File: config.mk
export PLATFORM = sky130hd
export DESIGN_NAME = spc3_cfg_flat
export DESIGN_NICKNAME = d
export VERILOG_FILES = /design/src/rtl/spc3_pkg.sv /design/src/rtl/spc3_cfg_if.sv /design/src/rtl/spc3_sipo.sv /design/src/rtl/spc3_cfg.sv /design/src/flat_wrapper.sv
export SDC_FILE = /design/constraint.sdc
export NUM_CORES = 1
export LEC_CHECK = 0
export BUFFER_PORTS_ARGS = -buffer_cell sky130_fd_sc_hd__buf_2
export CORE_ASPECT_RATIO = 0.9
export CORE_UTILIZATION = 55
export CTS_BUF_LIST = sky130_fd_sc_hd__clkbuf_4 sky130_fd_sc_hd__clkbuf_8 sky130_fd_sc_hd__clkbuf_16
export CTS_CLUSTER_DIAMETER = 50
export DETAILED_ROUTE_END_ITERATION = 12
export PLACE_DENSITY = 0.79
export SYNTH_ARGS = -nofsm -noshare
export SYNTH_HDL_FRONTEND = slang
export SYNTH_SLANG_ARGS = --single-unit
File: constraint.sdc
create_clock -name Clk -period 3.1 [get_ports Clk]
set_input_delay 0.155 -clock Clk [delete_from_list [all_inputs] [get_ports Clk]]
set_output_delay 0.155 -clock Clk [all_outputs]
set_load 0.02 [all_outputs]
File: src/rtl/spc3_pkg.sv
// Shared types, error codes and frame-geometry helpers for the spc3 serial configuration port.
package spc3_pkg;

    typedef enum logic [1:0] {
        StIdle,
        StShift,
        StFull,
        StErr
    } state_e;

    localparam logic [1:0] ErrNone = 2'b00;
    localparam logic [1:0] ErrLen  = 2'b01;
    localparam logic [1:0] ErrPar  = 2'b10;
    localparam logic [1:0] ErrAddr = 2'b11;

    function automatic int unsigned addr_w(input int unsigned nch);
        return (nch <= 1) ? 1 : $clog2(nch);
    endfunction

    function automatic int unsigned frame_len(input int unsigned width, input int unsigned nch);
        return width + addr_w(nch) + 1;
    endfunction

endpackage

File: src/rtl/spc3_cfg_if.sv
// Serial configuration link between a board controller (master) and the spc3 port (slave).
interface spc3_cfg_if #(
    parameter int unsigned WIDTH = 16,
    parameter int unsigned NCH   = 4
);
    logic                   Cfg_in;
    logic                   Cfg_en;
    logic                   Strobe;
    logic                   Cfg_out;
    logic [NCH*WIDTH-1:0]   Cfg_q;
    logic                   Done;
    logic                   Err;
    logic [1:0]             Err_code;

    modport master (
        output Cfg_in, Cfg_en, Strobe,
        input  Cfg_out, Cfg_q, Done, Err, Err_code
    );

    modport slave (
        input  Cfg_in, Cfg_en, Strobe,
        output Cfg_out, Cfg_q, Done, Err, Err_code
    );
endinterface

File: src/rtl/spc3_sipo.sv
// Enabled LSB-first shift register with bit counter and running parity; sr[0] feeds the chain.
module spc3_sipo #(
    parameter int unsigned WIDTH  = 16,
    parameter int unsigned ADDR_W = 2,
    parameter int unsigned FRAME  = WIDTH + ADDR_W + 1,
    parameter int unsigned CNT_W  = $clog2(FRAME + 1)
) (
    input  logic              clk_i,
    input  logic              rst_ni,
    input  logic              shift_i,
    input  logic              start_i,
    input  logic              bit_i,
    output logic [WIDTH-1:0]  data_o,
    output logic [ADDR_W-1:0] addr_o,
    output logic [CNT_W-1:0]  cnt_o,
    output logic              par_o,
    output logic              ser_o
);

    logic [FRAME-1:0] sr_q, sr_d;
    logic [CNT_W-1:0] cnt_q, cnt_d;
    logic             par_q, par_d;

    always_comb begin
        sr_d  = sr_q;
        cnt_d = cnt_q;
        par_d = par_q;
        if (shift_i) begin
            sr_d = {bit_i, sr_q[FRAME-1:1]};
            if (start_i) begin
                cnt_d = CNT_W'(1);
                par_d = bit_i;
            end else begin
                // Saturate so an over-long burst cannot wrap back into a valid count.
                cnt_d = (cnt_q == {CNT_W{1'b1}}) ? cnt_q : cnt_q + CNT_W'(1);
                par_d = par_q ^ bit_i;
            end
        end
    end

    always_ff @(posedge clk_i or negedge rst_ni) begin
        if (!rst_ni) begin
            sr_q  <= '0;
            cnt_q <= '0;
            par_q <= 1'b0;
        end else begin
            sr_q  <= sr_d;
            cnt_q <= cnt_d;
            par_q <= par_d;
        end
    end

    assign data_o = sr_q[WIDTH-1:0];
    assign addr_o = sr_q[WIDTH+ADDR_W-1:WIDTH];
    assign cnt_o  = cnt_q;
    assign par_o  = par_q;
    assign ser_o  = sr_q[0];

endmodule

File: src/rtl/spc3_cfg.sv
// spc3 serial configuration port: frame FSM, validation and NCH channel registers.
module spc3_cfg
    import spc3_pkg::*;
#(
    parameter int unsigned      WIDTH    = 16,
    parameter int unsigned      NCH      = 4,
    parameter logic [WIDTH-1:0] RST_WORD = '0
) (
    input logic       Clk,
    input logic       Resetn,
    spc3_cfg_if.slave bus
);

    localparam int unsigned AddrW = addr_w(NCH);
    localparam int unsigned Frame = frame_len(WIDTH, NCH);
    localparam int unsigned CntW  = $clog2(Frame + 1);
    localparam logic [AddrW:0] NchL = (AddrW + 1)'(NCH);

    logic [WIDTH-1:0] data;
    logic [AddrW-1:0] addr;
    logic [CntW-1:0]  cnt;
    logic             par;

    state_e               state_q, state_d;
    logic                 done_q, done_d;
    logic                 err_q, err_d;
    logic [1:0]           code_q, code_d;
    logic [NCH*WIDTH-1:0] cfg_q, cfg_d;

    spc3_sipo #(
        .WIDTH  (WIDTH),
        .ADDR_W (AddrW),
        .FRAME  (Frame),
        .CNT_W  (CntW)
    ) u_sipo (
        .clk_i   (Clk),
        .rst_ni  (Resetn),
        .shift_i (bus.Cfg_en),
        .start_i (state_q == StIdle),
        .bit_i   (bus.Cfg_in),
        .data_o  (data),
        .addr_o  (addr),
        .cnt_o   (cnt),
        .par_o   (par),
        .ser_o   (bus.Cfg_out)
    );

    always_comb begin
        state_d = state_q;
        done_d  = 1'b0;
        err_d   = 1'b0;
        code_d  = code_q;
        cfg_d   = cfg_q;
        unique case (state_q)
            StIdle: begin
                if (bus.Cfg_en) begin
                    state_d = StShift;
                    code_d  = ErrNone;
                end
            end
            StShift: begin
                if (bus.Strobe || !bus.Cfg_en) begin
                    state_d = StErr;
                    err_d   = 1'b1;
                    code_d  = ErrLen;
                end else if (cnt == CntW'(Frame - 1)) begin
                    state_d = StFull;
                end
            end
            StFull: begin
                if (bus.Cfg_en) begin
                    state_d = StErr;
                    err_d   = 1'b1;
                    code_d  = ErrLen;
                end else if (bus.Strobe) begin
                    if (par) begin
                        state_d = StErr;
                        err_d   = 1'b1;
                        code_d  = ErrPar;
                    end else if ({1'b0, addr} >= NchL) begin
                        state_d = StErr;
                        err_d   = 1'b1;
                        code_d  = ErrAddr;
                    end else begin
                        for (int k = 0; k < int'(NCH); k++) begin
                            if (int'(addr) == k) cfg_d[k*WIDTH +: WIDTH] = data;
                        end
                        done_d  = 1'b1;
                        state_d = StIdle;
                    end
                end
            end
            StErr: begin
                if (!bus.Cfg_en && !bus.Strobe) state_d = StIdle;
            end
            default: state_d = StIdle;
        endcase
    end

    always_ff @(posedge Clk or negedge Resetn) begin
        if (!Resetn) begin
            state_q <= StIdle;
            done_q  <= 1'b0;
            err_q   <= 1'b0;
            code_q  <= ErrNone;
            cfg_q   <= {NCH{RST_WORD}};
        end else begin
            state_q <= state_d;
            done_q  <= done_d;
            err_q   <= err_d;
            code_q  <= code_d;
            cfg_q   <= cfg_d;
        end
    end

    assign bus.Cfg_q    = cfg_q;
    assign bus.Done     = done_q;
    assign bus.Err      = err_q;
    assign bus.Err_code = code_q;

endmodule
File: src/flat_wrapper.sv
// flat-port wrapper written by rule: the top's interface ports become plain ports
module spc3_cfg_flat import spc3_pkg::*;
#(
    parameter int unsigned      WIDTH    = 16,
    parameter int unsigned      NCH      = 4,
    parameter logic [WIDTH-1:0] RST_WORD = '0
)
  (Clk, Resetn, bus_Cfg_in, bus_Cfg_en, bus_Strobe, bus_Cfg_out, bus_Cfg_q, bus_Done, bus_Err, bus_Err_code);
  spc3_cfg_if #(.WIDTH(WIDTH), .NCH(NCH)) bus_i ();
  input logic Clk;
  input logic Resetn;
  input wire logic [$bits(bus_i.Cfg_in)-1:0] bus_Cfg_in;
  input wire logic [$bits(bus_i.Cfg_en)-1:0] bus_Cfg_en;
  input wire logic [$bits(bus_i.Strobe)-1:0] bus_Strobe;
  output wire logic [$bits(bus_i.Cfg_out)-1:0] bus_Cfg_out;
  output wire logic [$bits(bus_i.Cfg_q)-1:0] bus_Cfg_q;
  output wire logic [$bits(bus_i.Done)-1:0] bus_Done;
  output wire logic [$bits(bus_i.Err)-1:0] bus_Err;
  output wire logic [$bits(bus_i.Err_code)-1:0] bus_Err_code;
  assign bus_i.Cfg_in = bus_Cfg_in;
  assign bus_i.Cfg_en = bus_Cfg_en;
  assign bus_i.Strobe = bus_Strobe;
  assign bus_Cfg_out = bus_i.Cfg_out;
  assign bus_Cfg_q = bus_i.Cfg_q;
  assign bus_Done = bus_i.Done;
  assign bus_Err = bus_i.Err;
  assign bus_Err_code = bus_i.Err_code;
  spc3_cfg #(.WIDTH(WIDTH), .NCH(NCH), .RST_WORD(RST_WORD)) u_core (.Clk(Clk), .Resetn(Resetn), .bus(bus_i));
endmodule
# Yosys cells after proc, flatten, opt, wreduce, memory -nomap -nowiden
# Cells that the tools add are included.
# Widths: inputs -> output; s select.
[word_totals]
reg_bits = 95
latchBits = 0
mem_bits_rw = 0
romBits = 0
input_bits = 5
output_inout_bits = 69
elab_cells = 70
memories = 0
[op_classes]
n_addsub = 1
n_mul = 0
div = 0
order_cmp = 0
n_eq_ne = 15
shift = 0
muxes = 26
bitwise_logic = 3
reduce_logical = 14
[op_table]
columns = ["op", "count"]
rows = [
  ["$reduce_and 5->1", 5],
  ["$mux 2", 12],
  ["$eq 5x5->1 const B", 2],
  ["$mux 5", 2],
  ["$mux 1", 9],
  ["$eq 2x2->1 const B", 4],
  ["$pmux 2 s4", 1],
  ["$ne 3x3->1 const B", 2],
  ["$pmux 2 s3", 1],
  ["$add 5x1->5 const B", 1],
  ["$eq 2x1->1 const B", 2],
  ["$logic_not 2->1", 2],
  ["$ne 2x1->1 const B", 2],
  ["$ne 2x2->1 const B", 2],
  ["$reduce_and 4->1", 1],
  ["$ne 3x1->1 const B", 1],
  ["$reduce_bool 3->1", 1],
  ["$logic_not 1->1", 2],
  ["$not 1->1", 2],
  ["$pmux 1 s2", 1],
  ["$reduce_and 2->1", 1],
  ["$logic_and 1x1->1", 1],
  ["$logic_or 1x1->1", 1],
  ["$xor 1x1->1", 1],
]

# Logic depth before layout (Yosys ltp)
[depth]
ltp_word = 4
ltp_mapped = 7

# Hierarchy
# From an unflattened synthesis, not the netlist that was laid out.
[hier_totals]
hier_cells = 273
area_unflattened_um2 = 4151.5
[modules_own_cells]
columns = ["module", "n_inst", "cells_each", "area_each_um2"]
rows = [
  ["spc3_cfg", 1, 182, 2886.5],
  ["spc3_sipo", 1, 91, 1265.0],
]

# Worst setup path after synthesis
# No wires, ideal clock.
[synth_timing]
path_type = "reg2reg"
from = "reg u_core.state_q[0]"
to = "reg u_core.cfg_q[10], in the netlist u_core.bus.Cfg_q[10]"
setup_ns = 0.125
arrival_time_ns = 2.075
setup_slack_ns = 0.900
stages_incl_launch_ff = 8
n_path_buf = 1
cell_sequence = "dfrtp_1 -> inv_1 -> ha_1 -> nand2b_2 -> nor3b_4 -> nor3b_4 -> buf_8 -> mux2_2"
[synth_via]
elab_chain_len = 2
[synth_lines]
columns = ["item", "line_no", "rtl"]
rows = [
  ["start, declared", "spc3_cfg.sv:24", "state_e state_q, state_d;"],
  ["start signal, assigned", "spc3_cfg.sv:102", "state_q <= StIdle;"],
  ["start signal, assigned", "spc3_cfg.sv:108", "state_q <= state_d;"],
  ["$eq 2x2->1", "spc3_cfg.sv:54", "unique case (state_q)"],
  ["$reduce_and 5->1 (no line)", "-", ""],
  ["end signal, assigned", "spc3_cfg.sv:106", "cfg_q <= {NCH{RST_WORD}};"],
  ["end signal, assigned", "spc3_cfg.sv:112", "cfg_q <= cfg_d;"],
  ["end, declared", "spc3_cfg.sv:28", "logic [NCH*WIDTH-1:0] cfg_q, cfg_d;"],
]
# No other way between the ends.
# A chain may end at the register's enable or synchronous reset.

# Worst setup path after layout
[layout_timing]
from = "reg u_core.state_q[0]"
to = "reg u_core.cfg_q[51], in the netlist u_core.bus.Cfg_q[51]"
# Same word-level chain as after synthesis.

==> flow_summary.toml <==
[min_path]
min_path_cells = 2
min_from = "bus_Cfg_in"
hold_class = "input port to flop"
min_to = "u_core.u_sipo.sr_q[18]"

[clock_network]
insertion_delay_ps = 350
cts_max_level = 3
postCtsSetupRepairBufs = 0
numCtsBuffers = 9
cts_sinks = 95
ctsRootBufferMaster = "clkbuf_8"
clk_pin_slew_ps = 90
clock_path_buffers = 2
cts_tree = "done"

[floorplanning]
initial_core_util_pct = 58.33
dieArea_um2 = 7476
die_w_um = 91.03
rows = 28
pin_count = 74
die_y_um = 82.13
core_um2 = 6726

[setup_path]
path_cells = "inv_1 > ha_1 > nand2b_2 > nor3b_4 > nand3_2 > mux2_2"
crit_required_ps = 3330
cp-start-kind = "flop"
arrival_ps = 2630
cp_top_family = "simple AND/OR/NAND/NOR gates"
slowest_delay_ps = 480
r2r_cells = 6
crit_fanout = 16
endpoint_kind = "flop"
ff2ff_setup_slack_ps = 700
path_buf_inv = 1
rr_startpoint = "u_core.state_q[0]"
slowest_stage = "nand3_2"
r2r_end = "u_core.bus.Cfg_q[51]"
worstSetupPathType = "flop to flop"

[timing]
finalHoldViolCount = 0
grt_setup_unrepaired = "false"
fin_tns_setup_ps = 0
fmax_mhz = 417.1
relSlewSlack_pct = 49.16
fin_crit_sh_pct = 77.34
setup_viol_count_final = 0
holdWs_ps = 65.12
tightest_slew_ps = 762.6
finClkSkew_ps = 6.935
slew_violations = 0
fin_crit_ps = 2398

[power_and_ir_drop]
p_per_area_nw_per_um2 = 954.4
power.leakage_nw = 2.467
peakVddDrop_uv = 700.1

[status]
outcome = "complete, no violations"

[yosys]
synth.most_common_cell = "dfrtp_1"
synth_flop_cell = "dfrtp_1"
ys_types = 37
synthCells = 263
yosysWarnings = 0
yosys-top-cells-count = "95 x dfrtp_1, 84 x mux2_2, 9 x ha_1, 9 x inv_1"
syn_area_um2 = 3924
synthTopCellsByArea = "dfrtp_1 61%, mux2_2 24%, ha_1 2.9%"
syn_avg_cell_area_um2 = 14.92
async_flop_share_pct = 100.0
synth_edf_count = 0
ys_seq_area_share_pct = 60.59
synth-seq-cells = 95
yosysTopAreaCellShare_pct = 60.59
yosys.area.top_type = "dfrtp_1"
synthesis.nets = 277

[place]
dp_hpwl_um = 4624
dpl-instance-area_um2 = 4373
gp_congestion = 0.7909
portBuffers = 73

[route]
drc = 0
ant_nets = 0
drt-initial-drc-count = 97
wirelength_um = 7004
num_vias = 2367
avgViaCountPerCell = 5.454
post_drt_wl_per_cell_um = 16.14
first_pass_iters = 4

[grt]
grt_pass1_wl_um = 11580
grt_max_degree = 64
antenna_found_initial = 0
grt_pass1_vias = 2345
grt_remaining_overflow = 0
grt_usage_pct = 20.55

[layout]
antenna_cells = 0
syn_to_final_growth_pct = 17.76
layout.nets = 354
drive_gt1_share_pct = 52.91
design_area_um2 = 4621

[job]
drv_cap = 0
-- per-stage QoR --
stage,setup slack [ps],util (%),instances,total power [mW]
2_1_floorplan,900.0,-,263,2.977
3_3_place_gp,805.7,65.01,418,3.435
3_5_place_dp,702.2,65.01,418,3.496
4_1_cts,670.1,68.69,434,4.460
5_1_grt,532.5,68.69,434,4.688
6_report,702.4,68.69,434,4.410
-- power breakdown --
part / switching [mW] / internal (mW) / total, mW
Clock: 0.409 / 0.543 / 0.952
Sequential: 0.358 / 1.67 / 2.02
Combinational: 0.783 / 0.651 / 1.43
-- area by class of cell --
cell class	count	area [um2]
clock buffer	10	131.4
timing repair buffer	78	407.9
inverter	9	33.78
fill	493	2106
clock inverter	5	106.4
multi-input combinational	147	1451
tap	90	112.6
sequential	95	2377
-- layout by cell type, fill, tap and decap left out, types with 2 or more instances in the layout --
cell type  instances
nor3_1             3
nor3b_4            2
bufinv_16          3
nand2_1            2
nor2_1             4
dfrtp_1           95
nor3b_1            3
o22ai_1            4
nand3b_1           2
nand3b_2           2
clkbuf_8           9
mux2_2            84
a22oi_1            4
a21oi_1            4
ha_1               9
buf_4              5
inv_1              9
buf_2             72
nor2b_1            4
nand2b_1           3
-- per-layer routing --
metal | GRT usage, % | share of wire [%] | vias up
met2 | 33.03 | 49 | 61
met5 | 0 | 0 | -
met1 | 27.39 | 46 | 1207
li1 | - | - | 1094
met3 | 6.685 | 4.4 | 5
met4 | 5.556 | 0.77 | 0
-- flip-flops by register name, indices dropped and copies added, names as in the netlist --
| register | cells |
|---|---|
| u_core.state_q | 2 |
| u_core.bus.Cfg_q | 64 |
| u_core.bus.Err_code | 2 |
| u_core.u_sipo.par_o | 1 |
| u_core.bus.Err | 1 |
| u_core.bus.Done | 1 |
| u_core.u_sipo.sr_q | 19 |
| u_core.u_sipo.cnt_o | 5 |
-- cells by family after synthesis --
logic type	share of synthesized area (%)
flip-flops	60.59
adder cells (fa/ha/maj)	2.870
buffers and inverters	2.423
multiplexers	24.36
AND/OR/NAND/NOR	6.027
AO/OA/AOI/OAI	3.731
-- worst max-delay path by stage --
stage / startpoint / endpoint / slack [ps] / cells after the start
global placement: u_core.state_q[0] / u_core.bus.Cfg_q[61] / 810 / 6
finish: u_core.state_q[0] / u_core.bus.Cfg_q[51] / 700 / 6
global route: u_core.state_q[0] / u_core.bus.Cfg_q[51] / 530 / 6
CTS: u_core.state_q[0] / u_core.bus.Cfg_q[51] / 670 / 6
floorplan: u_core.state_q[0] / u_core.bus.Cfg_q[10] / 900 / 7
detailed placement: u_core.state_q[0] / u_core.bus.Cfg_q[51] / 700 / 6
-- timing repair --
item,in CTS,in global routing
endpoints found under the hold margin,61,0
resized for setup,0,0
hold buffers,1,0
Note: power is estimated with default switching activity, not from simulation.
